===== src/rtl/uart_pkg.sv =====
// Shared types and constants for the UART receive-side buffer.
package uart_pkg;

  typedef enum logic [1:0] {IDLE, ACK, WAIT} cap_state_t;

  // Bit positions inside the status register
  localparam int STAT_OVR     = 7;
  localparam int STAT_FULL    = 6;
  localparam int STAT_EMPTY   = 5;
  localparam int STAT_CNT_MSB = 3;

  localparam logic REG_DATA   = 1'b0;
  localparam logic REG_STATUS = 1'b1;

endpackage


===== src/rtl/sync_fifo.sv =====
// Generic single-clock FIFO; push and pop are qualified internally so an
// empty pop is a no-op and a full push is accepted only alongside a real pop.
module sync_fifo #(
  parameter int DEPTH  = 8,
  parameter int AW     = $clog2(DEPTH),
  parameter int DATA_W = 8
) (
  input  logic              clk,
  input  logic              rst,
  input  logic              push,
  input  logic              pop,
  input  logic [DATA_W-1:0] din,
  output logic [DATA_W-1:0] head,
  output logic [AW:0]       count,
  output logic              full,
  output logic              empty,
  output logic              push_ok
);

  logic [DATA_W-1:0] mem [DEPTH];
  logic [AW-1:0]     wr_ptr;
  logic [AW-1:0]     rd_ptr;
  logic              pop_ok;

  assign empty   = (count == '0);
  assign full    = (count == (AW+1)'(DEPTH));
  assign pop_ok  = pop & ~empty;
  assign push_ok = push & (~full | pop_ok);
  assign head    = mem[rd_ptr];

  always_ff @(posedge clk) begin
    if (push_ok) mem[wr_ptr] <= din;
  end

  // Pointers wrap naturally because DEPTH is a power of two
  always_ff @(posedge clk or posedge rst) begin
    if (rst) begin
      wr_ptr <= '0;
      rd_ptr <= '0;
      count  <= '0;
    end else begin
      if (push_ok) wr_ptr <= wr_ptr + 1'b1;
      if (pop_ok)  rd_ptr <= rd_ptr + 1'b1;
      case ({push_ok, pop_ok})
        2'b10:   count <= count + 1'b1;
        2'b01:   count <= count - 1'b1;
        default: count <= count;
      endcase
    end
  end

endmodule


===== src/rtl/uart_rx_fifo.sv =====
// Receive buffer behind the UART receiver: captures bytes via rdy/clr_rdy,
// queues them, and serves a data/status read port with sticky overrun.
module uart_rx_fifo
  import uart_pkg::*;
#(
  parameter int DEPTH = 8,
  parameter int AW    = $clog2(DEPTH)
) (
  input  logic        clk,
  input  logic        rst,
  input  logic        rx_rdy,
  input  logic [7:0]  rx_data,
  output logic        clr_rdy,
  input  logic        rd_en,
  input  logic        rd_addr,
  output logic [7:0]  rd_data,
  output logic        empty,
  output logic        full,
  output logic        ovr,
  output logic [AW:0] count
);

  cap_state_t state, state_nxt;
  logic       push;
  logic       push_ok;
  logic       pop;
  logic [7:0] head;

  function automatic logic [7:0] status_byte(input logic o, input logic f,
                                             input logic e, input logic [AW:0] c);
    logic [7:0] s;
    s                 = '0;
    s[STAT_OVR]       = o;
    s[STAT_FULL]      = f;
    s[STAT_EMPTY]     = e;
    s[STAT_CNT_MSB:0] = 4'(c);
    return s;
  endfunction

  assign pop = rd_en & (rd_addr == REG_DATA);

  sync_fifo #(.DEPTH(DEPTH), .AW(AW), .DATA_W(8)) u_fifo (
    .clk     (clk),
    .rst     (rst),
    .push    (push),
    .pop     (pop),
    .din     (rx_data),
    .head    (head),
    .count   (count),
    .full    (full),
    .empty   (empty),
    .push_ok (push_ok)
  );

  always_ff @(posedge clk or posedge rst) begin
    if (rst) state <= IDLE;
    else     state <= state_nxt;
  end

  // WAIT holds off re-capture until the receiver's registered rdy has dropped
  always_comb begin
    state_nxt = state;
    clr_rdy   = 1'b0;
    push      = 1'b0;
    case (state)
      IDLE: if (rx_rdy) begin
        push      = 1'b1;
        state_nxt = ACK;
      end
      ACK: begin
        clr_rdy   = 1'b1;
        state_nxt = WAIT;
      end
      WAIT:    if (!rx_rdy) state_nxt = IDLE;
      default: state_nxt = IDLE;
    endcase
  end

  // Overrun set takes priority over the clear-on-status-read
  always_ff @(posedge clk or posedge rst) begin
    if (rst) begin
      ovr     <= 1'b0;
      rd_data <= 8'h00;
    end else begin
      if (push & ~push_ok)                    ovr <= 1'b1;
      else if (rd_en && rd_addr == REG_STATUS) ovr <= 1'b0;
      if (rd_en) begin
        if (rd_addr == REG_STATUS) rd_data <= status_byte(ovr, full, empty, count);
        else                       rd_data <= empty ? 8'h00 : head;
      end
    end
  end

endmodule


===== config.mk =====
export PLATFORM = sky130hd
export DESIGN_NAME = uart_rx_fifo
export DESIGN_NICKNAME = d
export VERILOG_FILES = /design/src/rtl/uart_pkg.sv /design/src/rtl/sync_fifo.sv /design/src/rtl/uart_rx_fifo.sv
export SDC_FILE = /design/constraint.sdc
export NUM_CORES = 1
export LEC_CHECK = 0
export CORE_MARGIN = 4
export CORE_UTILIZATION = 55
export DETAILED_ROUTE_END_ITERATION = 12
export PLACE_DENSITY = 0.78
export SLEW_MARGIN = 20
export SYNTH_ARGS = -nofsm -noshare
export SYNTH_HDL_FRONTEND = slang
export SYNTH_SLANG_ARGS = --single-unit

===== constraint.sdc =====
create_clock -name clk -period 2.65 [get_ports clk]
set_clock_uncertainty 0.05 [all_clocks]
set_input_delay 0.265 -clock clk [delete_from_list [all_inputs] [get_ports clk]]
set_output_delay 0.265 -clock clk [all_outputs]
set_load 0.01 [all_outputs]

Word level (Yosys, flattened, before mapping):

Memory sizes are Yosys's and may differ from the RTL's.
Index checks and enable logic that the tools add are counted.

* register bits: 21
* RAM bits: 64
* input port bits: 13
* output and inout port bits: 16
* logic and storage cells: 46
* memories kept: 1

* add/subtract/negate cells: 4
* eq/ne operators: 7
* muxes and demuxes: 13
* bitwise gates (word level): 9
* reduce and logical (&&, ||, !) cells: 6

Memories
* u_fifo.mem: words 8, bits a word 8, rd ports 1, clocked after Yosys merged registers in 0, write ports 1, RTL line sync_fifo.sv:20 `logic [DATA_W-1:0] mem [DEPTH];`

Operators with widths (number)
* $mux 8: 2
* $pmux 4 s2: 1
* $mux 1: 7
* $add 3x1->3 const B: 2
* $pmux 2 s3: 1
* $add 4x1->4 const B: 1
* $and 1x1->1: 4
* $eq 2x1->1 const B: 2
* $eq 2x2->1 const B: 2
* $eq 4x4->1 const B: 1
* $logic_not 4->1: 1
* $mux 2: 2
* $ne 2x2->1 const B: 2
* $not 1->1: 4
* $reduce_bool 2->1: 2
* $sub 4x1->4 const B: 1
* $logic_not 2->1: 1
* $reduce_and 2->1: 1
* $logic_and 1x1->1: 1
* $or 1x1->1: 1

Logic depth before layout (Yosys ltp):

* word-level depth: 8
* depth in mapped cells: 12
* mapped depth without buffers: 11

Modules after synthesis:

A second synthesis with hierarchy kept.

* cell total of the unflattened synthesis: 218
* area total of the unflattened synthesis: 3682.3 um^2

Modules (own cells, without submodules)
* sync_fifo: times used 1, cells an instance 164, area each 3151.8 um^2, sequential area each 2172.1 um^2
* uart_rx_fifo: times used 1, cells an instance 54, area each 530.5 um^2, sequential area each 275.3 um^2

Worst setup path before layout:

Ideal clock, no wire load.

* path kind: reg2reg
* start: register u_fifo.count[1]
* end: register u_fifo.count[2]
* library setup time: 135 ps
* arrival: 2301 ps
* required time: 2465 ps
* setup slack: 164 ps
* cell stages (with the launch flop): 13
* buffers on the path: 1
* clock period less this slack: 2486 ps
* path through: dfrtp_1 > buf_6 > or4b_4 > clkinv_2 > a21oi_4 > clkinv_2 > ha_1 > xor2_1 > ha_1 > a21oi_1 > xor2_1 > nor2_1 > xor2_1

* elaborated cells on any way between the ends: 13
* classes of those cells: 2 x add/sub; 3 x eq/ne; 1 x mux; 5 x bitwise; 2 x reduce/logical

RTL lines
* start: declaration: RTL line sync_fifo.sv:14 `output logic [AW:0] count,`
* start signal: assignment: RTL line sync_fifo.sv:45 `2'b10: count <= count + 1'b1;`
* start signal: assignment: RTL line sync_fifo.sv:46 `2'b01: count <= count - 1'b1;`
* start signal: assignment: RTL line sync_fifo.sv:47 `default: count <= count;`
* $eq 4x4->1 (*): RTL line sync_fifo.sv:26 `assign full = (count == (AW+1)'(DEPTH));`
* via full: RTL line uart_rx_fifo.sv:18 `output logic full,`
* $not 1->1 (*): RTL line sync_fifo.sv:28 `assign push_ok = push & (~full | pop_ok);`
* $or 1x1->1 (*): RTL line sync_fifo.sv:28
* $and 1x1->1 (*): RTL line sync_fifo.sv:28
* $eq 2x1->1 or $eq 2x2->1 (tied branches): RTL line sync_fifo.sv:44 `case ({push_ok, pop_ok})`
* $pmux 4 s2 or $reduce_bool 2->1 (tied branches)

The timed path passes the listed nets; every way through them passes the cells marked *.
A chain may end at the register's enable or synchronous reset.

Final worst setup path:

* start: register u_fifo.count[2]
* end: register u_fifo.count[3]

* longest elaborated chain between the ends: 7
* elaborated cells on any way between the ends: 13
* classes of those cells: 2 x add/sub; 3 x eq/ne; 1 x mux; 5 x bitwise; 2 x reduce/logical

RTL lines
* $logic_not 4->1: RTL line sync_fifo.sv:25 `assign empty = (count == '0);`
* $not 1->1: RTL line sync_fifo.sv:27 `assign pop_ok = pop & ~empty;`
* $and 1x1->1: RTL line sync_fifo.sv:27
* $or 1x1->1: RTL line sync_fifo.sv:28
* $and 1x1->1: RTL line sync_fifo.sv:28
* $eq 2x1->1 or $eq 2x2->1 (tied branches): RTL line sync_fifo.sv:44
* $pmux 4 s2 or $reduce_bool 2->1 (tied branches)

Parallel ways exist; a longest one is shown, timed or not.

==> qor_table.md <==
| Step | Item | Value |
|---|---|---|
| setup path | Kind of critical path | flip-flop to flip-flop |
| placement | Number of I/O port buffers | 28 |
| route | Iteration-0 DRC Markers | 120 |
| setup path | Most used cell, CP | sky130_fd_sc_hd__clkinv_2 |
| global routing | Number of antenna violations at the first check in global routing | 0 |
| flow run | Maximum Capacitance Violations | 0 |
| sta | Setup-violating endpoint count in the final report | 0 |
| sta | Slew margin rel. | 47.3% |
| route | Final ANT Viol Nets | 0 |
| placement | Placer congestion estimate | 0.757 |
| yosys | Synthesized Nets | 231 |
| floorplanning | Top-level port count | 29 |
| yosys | Seq/Total Area, Yosys | 68.6% |
| sta | Tightest Pin Transition | 0.789 ns |
| yosys | Cell area after technology mapping | 3570 µm² |
| route | Number of iterations in the first detailed-routing pass | 4 |
| yosys | Number of warning messages in the yosys log | 0 |
| pwr | Max IR drop VDD | 0.837 mV |
| final layout | Area of combinational cells with multiple inputs | 1020 µm² |
| setup path | Maximum cell stage delay along the critical path | 0.58 ns |
| setup path | Start of the worst register-to-register path | u_fifo.count[2] |
| sta | Count of final max-slew check failures | 0 |
| final layout | Synth-to-layout area growth | 18.6% |
| sta | Final period util | 91.8% |
| yosys | Count of flip-flops with a built-in enable after synthesis | 64 |
| setup path | Launch point of the critical path | u_fifo.count[2] |
| yosys | Register bit total from synthesis | 85 |
| floorplanning | Initial core utilization | 56.5% |
| cts | Clock Tree Root | sky130_fd_sc_hd__clkbuf_8 |
| placement | Hpwl dp | 4300 µm |
| global routing | GR met3 Demand/Resource | 6.05% |
| final layout | Filler cell count in the final layout | 440 |
| cts | Clock latency on the worst-skew pair | 0.35 ns |
| final layout | Number of inserted diodes | 0 |
| cts | Post-CTS Repair Setup Buffers | 0 |
| setup path | Critical-path cell with the highest stage delay | sky130_fd_sc_hd__or4b_4 |
| final layout | Share of final-layout standard cells stronger than drive strength 1 | 23.1% |
| yosys | Most used DFF post-synth | sky130_fd_sc_hd__edfxtp_1 |
| global routing | Busiest layer in global routing | met2 |
| setup path | Cells traversed along the worst timing path | or4b_4 -> clkinv_2 -> a21oi_4 -> clkinv_2 -> ha_1 -> buf_4 -> nand3b_1 -> a211o_2 -> a21oi_1 -> xor2_1 |
| route | Drc violations | 0 |
| cts | Clock buffer depth | 2 |
| yosys | Average instance area after synthesis | 16.7 µm² |
| route | Ratio of routed vias to standard cells | 5.55 |
| cts | Number of levels in the clock H-tree | 3 |
| setup path | Worst path arrival time | 2.66 ns |
| cts | TritonCTS clock tree | done |
| global routing | Largest net degree at the start of global routing | 22 |
| global routing | Via count of the first global-routing pass | 1,907 |
| cts | Number of CTS-inserted buffers | 9 |
| floorplanning | Total core area | 6310 µm² |
| floorplanning | Area enclosed by the die boundary | 7840 µm² |
| setup path | Required arrival time at the worst endpoint | 2.87 ns |
| sta | Final Hold Vio Count | 0 |
| sta | Peak Freq | 411 MHz |
| route | WL final | 6190 µm |
| global routing | GR Util met2 | 29.6% |
| cts | Total of cells resized after clock tree synthesis | 0 |
| setup path | Setup crit end kind | flip-flop |
| hold path | Hold Crit Class | primary input to asynchronous set/reset pin |
| route | Via count | 1,942 |
| cts | Clk slew on worst S/H paths | 0.08 ns |
| sta | Setup tns final | 0 ns |
| global routing | Total gr overflow | 0 |
| yosys | Fraction of registers with async set or reset after synthesis | 24.7% |
| cts | Hold-fix buffer count after cts | 0 |
| setup path | Setup slack on the worst flop-to-flop path | 0.22 ns |
| pwr | Total power density per cell area | 945 nW/µm² |
| status | Run status | finished, final reports clean |
| final layout | Layout Nets | 286 |
| sta | RSZ-0062 raised after global routing | no |
| floorplanning | FP Rows | 29 |
| setup path | Largest delay contributor family on the critical path | simple AND/OR/NAND/NOR gates |
| route | Post-DR wirelength/cell | 17.7 µm |
| yosys | Cell variety after synth | 40 |
| sta | Min Clock Period, post-route | 2.43 ns |
| setup path | Startpoint type of the worst setup path | flip-flop |
| global routing | GRT Total Usage | 17.9% |
| final layout | Finished Cell Area | 4230 µm² |
| setup path | RR Endpoint | u_fifo.count[3] |
| global routing | Global routing usage on met1 | 23.3% |
| floorplanning | DIE WIDTH | 88.5 µm |
| pwr | Leakage dissipation | 1.57 nW |
| placement | Placed cell area | 4060 µm² |
| final layout | Sequential cell area | 2450 µm² |
| global routing | First-pass GRT wire length | 9960 µm |
| setup path | Critical path buffers and inverters | 3 |
| setup path | Number of cells on the worst reg-to-reg path | 10 |
| floorplanning | Die height | 88.5 µm |
| setup path | Peak fanout along the critical path | 8 |
| cts | Clk sink count | 85 |
| yosys | Post-Synthesis Cells | 213 |
[synth_stat cells (2+ instances only)]
| master | number | area, µm² |
|---|---|---|
| sky130_fd_sc_hd__xor2_1 | 4 | 35.0 |
| sky130_fd_sc_hd__mux4_1 | 5 | 131 |
| sky130_fd_sc_hd__nor2b_1 | 2 | 12.5 |
| sky130_fd_sc_hd__mux4_2 | 11 | 248 |
| sky130_fd_sc_hd__buf_4 | 3 | 22.5 |
| sky130_fd_sc_hd__clkbuf_1 | 2 | 7.51 |
| sky130_fd_sc_hd__edfxtp_1 | 64 | 1920 |
| sky130_fd_sc_hd__nor3_1 | 2 | 10.0 |
| sky130_fd_sc_hd__mux2i_1 | 8 | 80.1 |
| sky130_fd_sc_hd__xnor2_1 | 4 | 35.0 |
| sky130_fd_sc_hd__dfrtp_1 | 21 | 526 |
| sky130_fd_sc_hd__clkinv_2 | 2 | 10.0 |
| sky130_fd_sc_hd__inv_1 | 4 | 15.0 |
| sky130_fd_sc_hd__nand2_2 | 2 | 12.5 |
| sky130_fd_sc_hd__nand2b_1 | 5 | 31.3 |
| sky130_fd_sc_hd__nand2_1 | 21 | 78.8 |
| sky130_fd_sc_hd__o21ai_1 | 4 | 20.0 |
| sky130_fd_sc_hd__buf_6 | 3 | 33.8 |
| sky130_fd_sc_hd__a21oi_1 | 5 | 25.0 |
| sky130_fd_sc_hd__nor2_1 | 8 | 30.0 |
| sky130_fd_sc_hd__buf_2 | 2 | 10.0 |
| sky130_fd_sc_hd__ha_1 | 5 | 62.6 |
| sky130_fd_sc_hd__o21ai_0 | 8 | 40.0 |
| sky130_fd_sc_hd__nand3b_1 | 2 | 15.0 |
[state kept, by name, summed over array words and instances, names as in the netlist]
| name | count |
|---|---|
| u_fifo.wr_ptr | 3 |
| u_fifo.count | 4 |
| state | 2 |
| ovr | 1 |
| u_fifo.rd_ptr | 3 |
| rd_data | 8 |
| u_fifo.mem | 64 |
[cell type report]
class | instances | share of cell area [%]
clock buffers | 10 | 3.02
inverters | 7 | 0.680
clock inverters | 6 | 0.917
flip-flops and latches | 85 | 57.9
well taps | 77 | 2.28
repair buffers | 54 | 11.2
multi-input cells | 111 | 24.0
[worst max-delay path by stage]
| stage | end | slack, ns | cells after the start |
|---|---|---|---|
| after floorplan | u_fifo.count[2] | 0.16 | 12 |
| after global placement | u_fifo.count[2] | 0.03 | 11 |
| after detailed placement | u_fifo.count[3] | 0.02 | 10 |
| after CTS | u_fifo.count[3] | 0.21 | 10 |
| after global routing | u_fifo.count[3] | 0.09 | 10 |
| final | u_fifo.count[3] | 0.22 | 10 |
[cells in the final DEF (no fill, tap or decap), types with 2 or more instances in the layout]
master                            count
sky130_fd_sc_hd__mux4_1               5
sky130_fd_sc_hd__ha_1                 5
sky130_fd_sc_hd__nand3b_1             2
sky130_fd_sc_hd__mux4_2              11
sky130_fd_sc_hd__nand2_2              2
sky130_fd_sc_hd__nor2b_1              2
sky130_fd_sc_hd__clkbuf_8             9
sky130_fd_sc_hd__o21ai_0              8
sky130_fd_sc_hd__dfrtp_1             21
sky130_fd_sc_hd__nor3_1               2
sky130_fd_sc_hd__nand2_1             21
sky130_fd_sc_hd__xnor2_1              4
sky130_fd_sc_hd__buf_4               26
sky130_fd_sc_hd__mux2i_1              8
sky130_fd_sc_hd__clkdlybuf4s50_1     28
sky130_fd_sc_hd__clkinv_2             3
sky130_fd_sc_hd__edfxtp_1            64
sky130_fd_sc_hd__o21ai_1              4
sky130_fd_sc_hd__nor2_1               8
sky130_fd_sc_hd__a21oi_1              5
sky130_fd_sc_hd__nand2b_1             5
sky130_fd_sc_hd__xor2_1               4
sky130_fd_sc_hd__inv_1                4
[layer usage]
| metal | vias to the layer above | routed length, µm |
|---|---|---|
| li1 | 917 | - |
| met1 | 959 | 2490 |
| met2 | 60 | 3180 |
| met3 | 6 | 459 |
| met4 | 0 | 61 |
| met5 | - | 0 |
[logic make-up (layout without fill, tap and decap cells)]
group / after synthesis / in the layout / synth area share [%]
XOR/XNOR: 8 / 8 / 1.96
AO/OA/AOI/OAI: 22 / 22 / 3.72
AND/OR/NAND/NOR: 51 / 51 / 7.86
adder cells (fa/ha/maj): 5 / 5 / 1.75
flip-flops: 85 / 85 / 68.6
multiplexers: 25 / 25 / 13.2
buffers and inverters: 17 / 77 / 2.88
[power by group]
group | internal [mW] | switching, mW
clock network | 0.338 | 0.434
logic | 0.741 | 0.607
registers | 1.67 | 0.205
[metrics by stage]
step                instances  setup WS, ns  util [%]  power, mW  hold WS, ns
floorplan                 213         0.164         -       2.78        0.192
global placement          334        0.0269      64.4       3.24        0.448
detailed placement        334        0.0185      64.4       3.27        0.453
CTS                       350         0.207      67.0       4.05        0.339
global route              350        0.0904      67.0       4.25        0.391
finish                    350         0.217      67.0       4.00        0.309
No activity file was read; power rests on OpenSTA's default activity.
